`src/rtl/enemy_formation.sv`:
```
// enemy_formation: COLS x ROWS marching enemy grid.
// Owns the alive bitmap, the formation origin (base_x/base_y), marching
// direction, edge-triggered descent, kill-driven speed-up, collision against
// the player shot, and the wave-clear / invasion flags.
//
// Handshake: shot_valid is a level from the munition block. A shot that lands
// in an alive enemy box is consumed by a one-cycle shot_hit pulse in the next
// cycle. shot_valid is ignored while shot_hit is high, so a single shot can
// never kill twice. There is no back-pressure; shot_hit is the only response.
module enemy_formation #(
    parameter int COLS        = 8,
    parameter int ROWS        = 3,
    parameter int X0          = 150,
    parameter int Y0          = 40,
    parameter int DX          = 60,
    parameter int DY          = 50,
    parameter int SPR_W       = 16,
    parameter int SPR_H       = 16,
    parameter int STEP_X      = 20,
    parameter int STEP_Y      = 25,
    parameter int X_MAX       = 639,
    parameter int Y_LIMIT     = 440,
    parameter int PERIOD_BASE = 25000000,
    parameter int PERIOD_DEC  = 600000,
    parameter int PERIOD_MIN  = 2000000
) (
    input  logic                 clk,
    input  logic                 reset,        // asynchronous, active-low
    input  logic                 start,
    input  logic                 shot_valid,
    input  logic [10:0]          shot_x,
    input  logic [10:0]          shot_y,
    output logic                 shot_hit,
    output logic [7:0]           hit_index,
    output logic [COLS*ROWS-1:0] alive,
    output logic [7:0]           alive_count,
    output logic [10:0]          base_x,
    output logic [10:0]          base_y,
    output logic                 dir,
    output logic                 step,
    output logic                 wave_clear,
    output logic                 invaded,
    output logic [1:0]           state_dbg
);

    localparam int N = COLS * ROWS;

    typedef enum logic [1:0] {
        S_IDLE    = 2'd0,
        S_MARCH   = 2'd1,
        S_CLEAR   = 2'd2,
        S_INVADED = 2'd3
    } state_t;

    state_t state;
    state_t state_next;

    // Tick timing
    logic [31:0] tick_cnt;
    logic [31:0] period;
    logic [47:0] dec_total;
    logic [7:0]  kills;
    logic        tick;

    // Formation extents, taken from the current (pre-kill) bitmap
    logic [COLS-1:0] col_alive;
    logic [ROWS-1:0] row_alive;
    logic [3:0]      left_col;
    logic [3:0]      right_col;
    logic [2:0]      low_row;

    // Move decision
    logic [10:0] left_x;
    logic [10:0] right_edge;
    logic [10:0] desc_y;
    logic [10:0] bottom_y;
    logic        descend;
    logic        invade;

    // Collision
    logic         hit_found;
    logic [7:0]   hit_idx;
    logic [N-1:0] kill_mask;
    logic         kill;
    logic         last_kill;

    // True when p lies in the half-open span [lo, lo+size), 11-bit wrap.
    function automatic logic in_span(input logic [10:0] p,
                                     input logic [10:0] lo,
                                     input logic [10:0] size);
        logic [10:0] hi;
        hi = lo + size;
        return (p >= lo) && (p < hi);
    endfunction

    // Population count of the alive bitmap
    always_comb begin
        alive_count = '0;
        for (int i = 0; i < N; i++) begin
            alive_count = alive_count + {7'd0, alive[i]};
        end
    end

    // Tick period shrinks with every kill down to a floor; recomputed each cycle
    always_comb begin
        kills     = 8'(N) - alive_count;
        dec_total = 48'(kills) * 48'(PERIOD_DEC);
        if (48'(PERIOD_BASE) > dec_total + 48'(PERIOD_MIN)) begin
            period = 32'(48'(PERIOD_BASE) - dec_total);
        end else begin
            period = 32'(PERIOD_MIN);
        end
        // >= rather than == so a period that just shrank below the count still fires
        tick = (state == S_MARCH) && (tick_cnt >= period - 32'd1);
    end

    // Leftmost / rightmost alive column and bottom-most alive row
    always_comb begin
        col_alive = '0;
        row_alive = '0;
        for (int r = 0; r < ROWS; r++) begin
            for (int c = 0; c < COLS; c++) begin
                col_alive[c] = col_alive[c] | alive[r*COLS + c];
                row_alive[r] = row_alive[r] | alive[r*COLS + c];
            end
        end
        left_col  = '0;
        right_col = '0;
        low_row   = '0;
        for (int c = COLS - 1; c >= 0; c--) begin
            if (col_alive[c]) left_col = 4'(c);
        end
        for (int c = 0; c < COLS; c++) begin
            if (col_alive[c]) right_col = 4'(c);
        end
        for (int r = 0; r < ROWS; r++) begin
            if (row_alive[r]) low_row = 3'(r);
        end
    end

    // Edge test for the next move and the invasion test after a descent
    always_comb begin
        left_x     = base_x + 11'(int'(left_col) * DX);
        right_edge = base_x + 11'(int'(right_col) * DX) + 11'(SPR_W) + 11'(STEP_X);
        descend    = dir ? (left_x < 11'(STEP_X)) : (right_edge > 11'(X_MAX));
        desc_y     = base_y + 11'(STEP_Y);
        bottom_y   = desc_y + 11'(int'(low_row) * DY) + 11'(SPR_H);
        invade     = descend && (bottom_y >= 11'(Y_LIMIT));
    end

    // Shot-vs-enemy search; ascending index scan so the lowest index wins
    always_comb begin
        hit_found = 1'b0;
        hit_idx   = '0;
        kill_mask = '0;
        for (int r = 0; r < ROWS; r++) begin
            for (int c = 0; c < COLS; c++) begin
                if (!hit_found && alive[r*COLS + c]
                    && in_span(shot_x, base_x + 11'(c * DX), 11'(SPR_W))
                    && in_span(shot_y, base_y + 11'(r * DY), 11'(SPR_H))) begin
                    hit_found              = 1'b1;
                    hit_idx                = 8'(r*COLS + c);
                    kill_mask[r*COLS + c]  = 1'b1;
                end
            end
        end
        kill      = (state == S_MARCH) && shot_valid && !shot_hit && hit_found;
        last_kill = kill && (alive_count == 8'd1);
    end

    // State register
    always_ff @(posedge clk or negedge reset) begin
        if (!reset) begin
            state <= S_IDLE;
        end else begin
            state <= state_next;
        end
    end

    // Next state: start always reloads; a final kill beats a pending invasion
    always_comb begin
        state_next = state;
        if (start) begin
            state_next = S_MARCH;
        end else if (state == S_MARCH) begin
            if (last_kill) begin
                state_next = S_CLEAR;
            end else if (tick && invade) begin
                state_next = S_INVADED;
            end
        end
    end

    assign wave_clear = (state == S_CLEAR);
    assign invaded    = (state == S_INVADED);
    assign state_dbg  = state;

    // Formation datapath: reload, kill, tick counter and march/descend
    always_ff @(posedge clk or negedge reset) begin
        if (!reset) begin
            alive     <= '0;
            base_x    <= 11'(X0);
            base_y    <= 11'(Y0);
            dir       <= 1'b0;
            tick_cnt  <= '0;
            shot_hit  <= 1'b0;
            hit_index <= '0;
            step      <= 1'b0;
        end else begin
            step     <= 1'b0;
            shot_hit <= 1'b0;
            if (start) begin
                alive    <= '1;
                base_x   <= 11'(X0);
                base_y   <= 11'(Y0);
                dir      <= 1'b0;
                tick_cnt <= '0;
            end else if (state == S_MARCH) begin
                if (kill) begin
                    alive     <= alive & ~kill_mask;
                    shot_hit  <= 1'b1;
                    hit_index <= hit_idx;
                end
                tick_cnt <= tick ? 32'd0 : tick_cnt + 32'd1;
                // The move uses the pre-kill extents; the last kill cancels it
                if (tick && !last_kill) begin
                    step <= 1'b1;
                    if (descend) begin
                        base_y <= desc_y;
                        dir    <= ~dir;
                    end else if (dir) begin
                        base_x <= base_x - 11'(STEP_X);
                    end else begin
                        base_x <= base_x + 11'(STEP_X);
                    end
                end
            end
        end
    end

endmodule

```
`config.mk`:
```
export PLATFORM = sky130hd
export DESIGN_NAME = enemy_formation
export DESIGN_NICKNAME = d
export VERILOG_FILES = /design/src/rtl/enemy_formation.sv
export SDC_FILE = /design/constraint.sdc
export NUM_CORES = 1
export LEC_CHECK = 0
export ABC_CLOCK_PERIOD_IN_PS = 13300
export BUFFER_PORTS_ARGS = -buffer_cell sky130_fd_sc_hd__buf_4
export CAP_MARGIN = 20
export CORE_MARGIN = 10
export CORE_UTILIZATION = 34
export CTS_CLUSTER_DIAMETER = 50
export DETAILED_ROUTE_END_ITERATION = 6
export PLACE_DENSITY = 0.55
export SLEW_MARGIN = 25
export SYNTH_ARGS = -nofsm -noshare
export SYNTH_HDL_FRONTEND = slang
export SYNTH_SLANG_ARGS = --single-unit
```
`constraint.sdc`:
```
create_clock -name clk -period 13.3 [get_ports clk]
set_input_delay 0 -clock clk [delete_from_list [all_inputs] [get_ports clk]]
set_output_delay 0 -clock clk [all_outputs]
set_load 0.02 [all_outputs]
```
== After elaboration in Yosys (flattened, before gate mapping) ==
Index checks and enable logic that the tools add are counted.

* Output and inout port bits: 69
* Latch bits: 0
* Bits in registers: 91
* Word-level logic and storage cells: 379
* Input port bits: 26
* Memories kept: 0
* Bits in writable memories: 0
* Memory bits (read-only): 0

* $mul: 4
* Add/sub/neg operators: 57
* Eq/ne operators: 5
* Muxes and demuxes: 118
* Bitwise logic cells: 34
* Shift-type cells: 0
* Order comparisons: 27
* Reductions and logical operators: 125
* Div/mod/pow operators: 0

{| class="wikitable"
|+ Operators with widths
! kind !! number
|-
| adder 11 x 5 -> 11 bit (second input constant) || 16
|-
| 2-to-1 mux 8 bit || 22
|-
| adder 8 x 1 -> 8 bit || 16
|-
| 2-to-1 mux 32 bit || 4
|-
| >= comparator 11 bit || 11
|-
| less-than comparator 11 bit || 11
|-
| 2-to-1 mux 11 bit || 9
|-
| logical AND 1 bit || 90
|-
| 2-to-1 mux 24 bit || 3
|-
| 2-to-1 mux 1 bit || 61
|-
| 2-to-1 mux 4 bit || 13
|-
| adder 11 x 9 -> 11 bit (second input constant) || 3
|-
| adder 32 x 1 -> 32 bit (second input constant) || 1
|-
| >= comparator 32 bit || 1
|-
| subtractor 32 x 1 -> 32 bit (second input constant) || 1
|-
| bitwise OR 1 bit || 30
|-
| adder 28 x 21 -> 29 bit (second input constant) || 1
|-
| greater-than comparator 25 x 29 -> 1 bit (first input constant) || 1
|-
| subtractor 25 x 28 -> 29 bit (first input constant) || 1
|-
| logical NOT 1 bit || 25
|-
| AND 24 bit || 1
|-
| NOT 24 bit || 1
|-
| adder 11 x 10 -> 11 bit || 2
|-
| adder 11 x 6 -> 11 bit (second input constant) || 2
|-
| 29 further kinds || 44
|}

== Longest topological paths before layout ==
Gate-level depths: netlist of the first run.

* Word-level depth: 128
* Depth in mapped cells: 58
* Mapped depth without buffers: 52

== Worst setup path after synthesis of the first run ==
Ideal clock, no wire load.

* Path kind: reg2reg
* From: register alive[11]
* To: register base_x[10]
* Arrival time: 12.754 ns
* Setup slack: 0.468 ns
* Path buffers: 1
* Clock period less this slack: 12.832 ns
* Stages on the path, launching flop included: 49
* Required time: 13.222 ns
* Library setup time: 0.078 ns
* Cells stage by stage: dfrtp_1 > fa_1 > inv_1 > fa_1 > inv_1 > fa_1 > fa_1 > inv_1 > fa_1 > inv_1 > ha_1 > inv_1 > fa_1 > ha_1 > nand2_1 > and3_1 > inv_1 > fa_1 > [... 13 more ...] > and3_1 > buf_4 > and2_1 > ha_1 > inv_1 > nor3_1 > nand3_1 > and4bb_2 > xnor2_1 > nand2_1 > ha_1 > nand4_1 > or4_1 > o21ai_0 > nand2_1 > or2_2 > or4_1 > a21oi_1

* Word-level cells in the longest chain between the ends: 70
* Elaborated cells between the ends (all ways): 114
* Classes of those cells: add/sub (21); mul (3); order compare (4); eq/ne (2); mux (24); bitwise (2); reduce/logical (58)

{| class="wikitable"
|+ RTL lines
! element !! RTL line !! text
|-
| from (decl) || 35 || <nowiki>output logic [COLS*ROWS-1:0] alive,</nowiki>
|-
| from (signal assigned) || 220 || <nowiki>alive <= alive & ~kill_mask;</nowiki>
|-
| parallel branches: the longest is 69 deep, another holds adder 8 x 1 -> 8 bit || - ||
|-
| AND reduction 3 bit (no line) * || - ||
|-
| to (signal assigned) || 214 || <nowiki>base_x <= 11'(X0);</nowiki>
|-
| to (signal assigned) || 232 || <nowiki>base_x <= base_x - 11'(STEP_X);</nowiki>
|-
| to (signal assigned) || 234 || <nowiki>base_x <= base_x + 11'(STEP_X);</nowiki>
|-
| to (decl) || 37 || <nowiki>output logic [10:0] base_x,</nowiki>
|}

Mark *: on every way between the ends.
A chain may end at the register's enable or synchronous reset.

== Final worst setup path of the first run ==
Ends and elaborated chain as after synthesis.

==> results.ini, run 1 <==
[run_status]
status = finished clean

[layout]
fillers = 5285
stdcell_count = 2956
final_nets = 2698
layout_commonest_cell = ha_1
area_delta_synth_final_pct = 12.56
final_cell_area_um2 = 19790
final_cell_mix = 352 x ha_1, 187 x inv_1, 156 x xnor2_1
drive_above_1_share_pct = 10.63
diodes = 0

[timing]
fin_skew_ns = 0.01902
min_period_ns = 12.74
fin_crit_sh_pct = 95.82
max_freq_ghz = 0.07847
tightest_slew_ns = 1.065
setup_tns_ns = 0
timing.final.ws_setup_ns = 0.5561
hold_viol = 0
drv_slew = 0
setup_viol = 0
max_slew_margin_pct = 28.66

[setup_path]
r2r_cells = 48
regToRegStartpoint = alive[11]$_DFFE_PN0P_
cp-endpoint = base_x[10]$_DFFE_PN0P_
crit_path_start_kind = register
timing.rr.end = base_x[10]$_DFFE_PN0P_
worst-path-max-fanout = 7
startpoint = alive[11]$_DFFE_PN0P_
cp.required_ns = 13.59
rrSetupSlack_ns = 0.56
slowest_stage = fa_1
crit_arrival_ns = 13.03
cp-end-kind = register
path_class = register to register
cpPeakStageDelay_ns = 0.55

[synth]
syn_inst = 2173
seq_area_frac_synth_pct = 12.43
synth-edff-count = 0
ys_async_sr_fraction_pct = 100.0
syn_avg_cell_area_um2 = 8.090
synth_seq_cells = 87
synthDistinctLibCells = 102
synthFlopType = dfrtp_1
ys_warn_count = 0
syn_area_um2 = 17580

[global_route]
track_usage_pct = 17.33
antenna_found_initial = 0
grt_pass1_wl_mm = 87.29
gr-total-overflow = 0
grt_max_degree = 69
grt_pass1_vias = 16240

[detailed_routing]
routedWlPerCell_um = 18.48
via_count = 16460
dr.pass1.iters = 6
detail-route-antenna-nets = 0
viasPerCell = 5.567
drtIter0Drc = 1192
drc_errors = 0
wl_mm = 54.64

[place]
dp_hpwl_mm = 43.90
pre_cts_ws_ns = 0.1089
placed_area_um2 = 19160
io_buffers = 87
gp_congestion = 0.9375
place_inst = 2923

[floorplan]
initial_utilization_pct = 34.27
die_y_um = 247.4
core_area_um2 = 51300
die_area_um2 = 61200
ios = 95
fp.dieW_um = 247.4
row_count = 83

[clock_network]
clk_latency_ns = 0.36
ctsRootBufferMaster = clkbuf_16
clock_sinks = 87
htree_levels = 3
cts_buffer_depth = 2
cts_buffers = 9
cts.clk_slew.worst_paths_ns = 0.08
cts_tree = yes

[job]
max_cap_violations = 0

[worst_hold_path]
hp-class = input pin to async pin

through the flow:
step | hold slack [ns] | utilization, %
after global placement | -0.1020 | 37.28
final | 0.08358 | 38.57
after floorplan | -0.2956 | -
after global routing | 0.1252 | 38.57
after detailed placement | -0.09949 | 37.35
after CTS | 0.1071 | 37.95
cells in the mapped netlist, types with 14 or more instances:
library cell / number / share of area, %
a211o_1: 14 / 0.70
a211oi_1: 24 / 1.0
a21o_1: 55 / 2.3
a21oi_1: 131 / 3.7
a31oi_1: 20 / 0.71
and2_1: 22 / 0.78
and3_1: 27 / 0.96
clkbuf_1: 38 / 0.81
dfrtp_1: 81 / 12
fa_1: 47 / 5.4
ha_1: 354 / 25
inv_1: 187 / 4.0
nand2_1: 156 / 3.3
nand2b_1: 24 / 0.85
nand3_1: 82 / 2.3
nand4_1: 27 / 0.96
nor2_1: 131 / 2.8
nor2b_1: 20 / 0.71
nor3_1: 56 / 1.6
nor4_1: 15 / 0.53
o211ai_1: 14 / 0.60
o21a_1: 39 / 1.7
o21ai_0: 129 / 3.7
o31ai_1: 26 / 1.1
or2_2: 14 / 0.50
or3_1: 18 / 0.64
or4_1: 17 / 0.73
xnor2_1: 156 / 7.8
xor2_1: 26 / 1.3
final cells by class:
cell class	count	area [µm²]	area share (%)
well taps	680	850.8	4.299
clock inverters	7	72.57	0.3667
flip-flops and latches	87	2185	11.04
repair buffers	143	1117	5.646
multi-input cells	1841	14630	73.92
inverters	189	709.4	3.585
clock buffers	9	225.2	1.138
registers in the layout, indices dropped and copies added, names as in the netlist:
| signal | count |
|---|---|
| dir | 1 |
| alive | 24 |
| hit_index | 5 |
| tick_cnt | 32 |
| base_y | 11 |
| shot_hit | 1 |
| state_dbg | 2 |
| base_x | 10 |
| step | 1 |
worst max-delay path, delay by kind of cell, from the launching register on:
family,cells,cell delay [ns]
buf+inv,9,0.64
simple gates,16,3.67
flops,1,0.41
fa+ha+maj,15,6.19
compound gates,7,1.66
xor+xnor,1,0.11
cells by family (layout without fill, tap and decap cells):
kind of cell               Yosys count  in the layout  share of synthesized area, %
AOI/OAI and AO/OA                  583            583                         22.38
xor gates and xnor gates           185            185                         9.409
adders and majority gates          402            402                         30.60
buffers and inverters              251            348                         5.722
DFF                                 87             87                         12.43
muxes                                5              5                        0.2918
other                                1              7                       0.02133
and+or+nand+nor                    659            659                         19.14
per-layer routing:
layer	wire length, µm	global-route usage, %
met1	24250	22.12
met2	26880	30.73
met3	2681	2.344
met4	830	3.245
met5	0	0
how the worst min path moves through the flow:
stage / from / cells past startpoint / endpoint / slack (ns)
5_1_grt: reset / 2 / tick_cnt[9]$_DFFE_PN0N_ / 0.13
3_5_place_dp: reset / 1 / tick_cnt[8]$_DFFE_PN0N_ / -0.1
6_report: reset / 2 / tick_cnt[8]$_DFFE_PN0N_ / 0.08
3_3_place_gp: reset / 1 / tick_cnt[9]$_DFFE_PN0N_ / -0.10
2_1_floorplan: reset / 0 / alive[0]$_DFFE_PN0P_ / -0.30
4_1_cts: reset / 2 / tick_cnt[8]$_DFFE_PN0N_ / 0.11
repair_timing:
| action | 4_1_cts | 5_1_grt |
|---|---|---|
| setup endpoints to repair | 0 | 55 |
| gates resized for setup | 0 | 32 |
| endpoints found under the hold margin | 19 | 0 |
| setup buffers | 0 | 16 |
| hold buffers | 1 | 0 |
Power of run 1 is left out: the tool's default activity adds up to more than one toggle a clock period on the data nets, which glitch-free logic cannot reach.
==> run 2, diff against run 1 <==
--- a/config.mk
+++ b/config.mk
@@ -12,7 +12,7 @@
 export CORE_UTILIZATION = 34
 export CTS_CLUSTER_DIAMETER = 50
 export DETAILED_ROUTE_END_ITERATION = 6
-export PLACE_DENSITY = 0.55
+export PLACE_DENSITY_LB_ADDON = 0.25
 export SLEW_MARGIN = 25
 export SYNTH_ARGS = -nofsm -noshare
 export SYNTH_HDL_FRONTEND = slang
==> run 2 against run 1 <==
Net effect:
- clock skew shrank 0.0049 ns
- non-clock buffer count is 1 lower
- first-iteration DRC count shrank 6.7%
- largest cell class unchanged
==> results.ini, run 2 (same netlist as run 1, synthesis figures left out) <==
[setup_path]
path_class = register to register
cp-endpoint = base_x[10]$_DFFE_PN0P_
worst-path-max-fanout = 7  ; unchanged
timing.rr.end = base_x[10]$_DFFE_PN0P_
cp-end-kind = register
rrSetupSlack_ns = 0.52  ; -0.03 ns
regToRegStartpoint = alive[11]$_DFFE_PN0P_
startpoint = alive[11]$_DFFE_PN0P_
cp.required_ns = 13.57  ; -0.02 ns
crit_path_start_kind = register
slowest_stage = fa_1
cpPeakStageDelay_ns = 0.55  ; about the same
crit_arrival_ns = 13.05  ; +0.02 ns
r2r_cells = 48  ; unchanged

[clock_network]
htree_levels = 3  ; unchanged
clk_latency_ns = 0.36  ; about the same
cts_tree = yes
clock_sinks = 87  ; unchanged
ctsRootBufferMaster = clkbuf_16
cts_buffers = 9  ; unchanged
cts.clk_slew.worst_paths_ns = 0.08  ; about the same
cts_buffer_depth = 2  ; unchanged

[timing]
hold_viol = 0  ; unchanged
fin_crit_sh_pct = 96.07  ; +0.25 points
whs_ns = 0.1136  ; +0.02998 ns
setup_viol = 0  ; unchanged
max_freq_ghz = 0.07826  ; -0.26%
fin_skew_ns = 0.01416  ; -0.004855 ns
min_period_ns = 12.78  ; +0.03346 ns
tightest_slew_ns = 1.364  ; +0.2981 ns
max_slew_margin_pct = 8.811  ; -20 points
drv_slew = 0  ; unchanged

[detailed_routing]
viasPerCell = 5.584  ; +0.31%
via_count = 16500  ; +0.28%
dr.pass1.iters = 6  ; unchanged
drc_errors = 0  ; unchanged
routedWlPerCell_um = 18.63  ; +0.78%
drtIter0Drc = 1112  ; -6.7%
wl_mm = 55.05  ; +0.75%
detail-route-antenna-nets = 0  ; unchanged

[floorplan]
initial_utilization_pct = 34.27  ; unchanged
die_y_um = 247.4  ; unchanged
die_area_um2 = 61200  ; unchanged
core_area_um2 = 51300  ; unchanged
ios = 95  ; unchanged
fp.dieW_um = 247.4  ; unchanged
row_count = 83  ; unchanged

[global_route]
grt_pass1_vias = 16150  ; -0.53%
gr-total-overflow = 0  ; unchanged
grt_max_degree = 45  ; -35%
antenna_found_initial = 0  ; unchanged
track_usage_pct = 17.39  ; +0.051 points
grt_pass1_wl_mm = 87.22  ; about the same

[layout]
largest_reg_flops = 32  ; unchanged
area_delta_synth_final_pct = 12.41
layout_commonest_cell = ha_1
diodes = 0  ; unchanged
regMostFlops = tick_cnt
stdcell_count = 2955  ; -0.034%
final_cell_mix = 350 x ha_1, 187 x inv_1, 156 x xnor2_1
top_regs = tick_cnt: 32 flops, alive: 24 flops, base_y: 11 flops
final_nets = 2697  ; -0.037%
drive_above_1_share_pct = 10.73  ; +0.093 points

[place]
io_buffers = 87  ; unchanged
place_inst = 2922  ; -0.034%
dp_hpwl_mm = 43.97  ; +0.16%
gp_congestion = 0.9095  ; -3.0%

[run_status]
status = finished clean

[worst_hold_path]
hp-class = input pin to register

[job]
max_cap_violations = 0  ; unchanged

## run 2: changes by cell type in the layout (fill, tap and decap cells not counted), sizes merged
cell	before	now
clkinvlp	1	0
buf	142	141
bufinv	0	1
## run 2: routing by layer
metal / routed length, µm / share of wire, % / up-vias / track usage [%]
li1: - / - / 8069 / -
met1: 24020 / 44 / 7992 / 21.45
met4: 1331 / 2.4 / 0 / 4.070
met5: 0 / 0 / - / 0
met3: 2686 / 4.9 / 66 / 2.709
met2: 27010 / 49 / 375 / 31.08
## run 2: worst min path at each step
stage / start / end / slack, ns / depth (start not counted)
after detailed placement: reset / tick_cnt[10]$_DFFE_PN0N_ / 0.05 / 1
final: start / base_y[2]$_DFFE_PN0P_ / 0.11 / 2
after global routing: start / base_y[10]$_DFFE_PN0P_ / 0.15 / 2
after CTS: start / base_y[10]$_DFFE_PN0P_ / 0.11 / 2
after floorplan: reset / alive[0]$_DFFE_PN0P_ / -0.30 / 0
after global placement: reset / tick_cnt[8]$_DFFE_PN0N_ / 0.05 / 1
## run 2: worst max-delay path, delay by kind of cell, from the launching register on
kind / cells / cell delay, ns
flip-flops: 1 / 0.40
XOR/XNOR: 1 / 0.13
buffers and inverters: 9 / 0.71
AND/OR/NAND/NOR: 16 / 3.68
AO/OA/AOI/OAI: 7 / 1.77
adder cells (fa/ha/maj): 15 / 6.02
## run 2: through the flow
| stage | setup WS (ns) | instance area (µm²) | TNS (ns) | util (%) |
|---|---|---|---|---|
| final | 0.5226 | 19760 | 0 | 38.52 |
| after global placement | 0.3538 | 19120 | 0 | 37.27 |
| after detailed placement | 0.1139 | 19140 | 0 | 37.32 |
| after CTS | 0.03220 | 19470 | 0 | 37.96 |
| after floorplan | 0.4676 | 17600 | 0 | - |
| after global routing | -0.06863 | 19760 | -0.3001 | 38.52 |
## run 2: cell type report
| cell class | count | area [µm²] |
|---|---|---|
| Clock inverter | 7 | 95.09 |
| Timing Repair Buffer | 142 | 1081 |
| Inverter | 189 | 709.4 |
| Sequential cell | 87 | 2186 |
| Clock buffer | 9 | 225.2 |
| Tap cell | 680 | 850.8 |
| Fill cell | 5301 | 31540 |
| Multi-Input combinational cell | 1841 | 14620 |
## run 2: repair_timing
item / in CTS / in global routing
buffers inserted: 0 / 16
hold endpoints to repair: 40 / 0
setup endpoints to repair: 0 / 55
hold buffers: 1 / 0
gates resized for setup: 0 / 34
Power of run 2 is left out for the same reason.
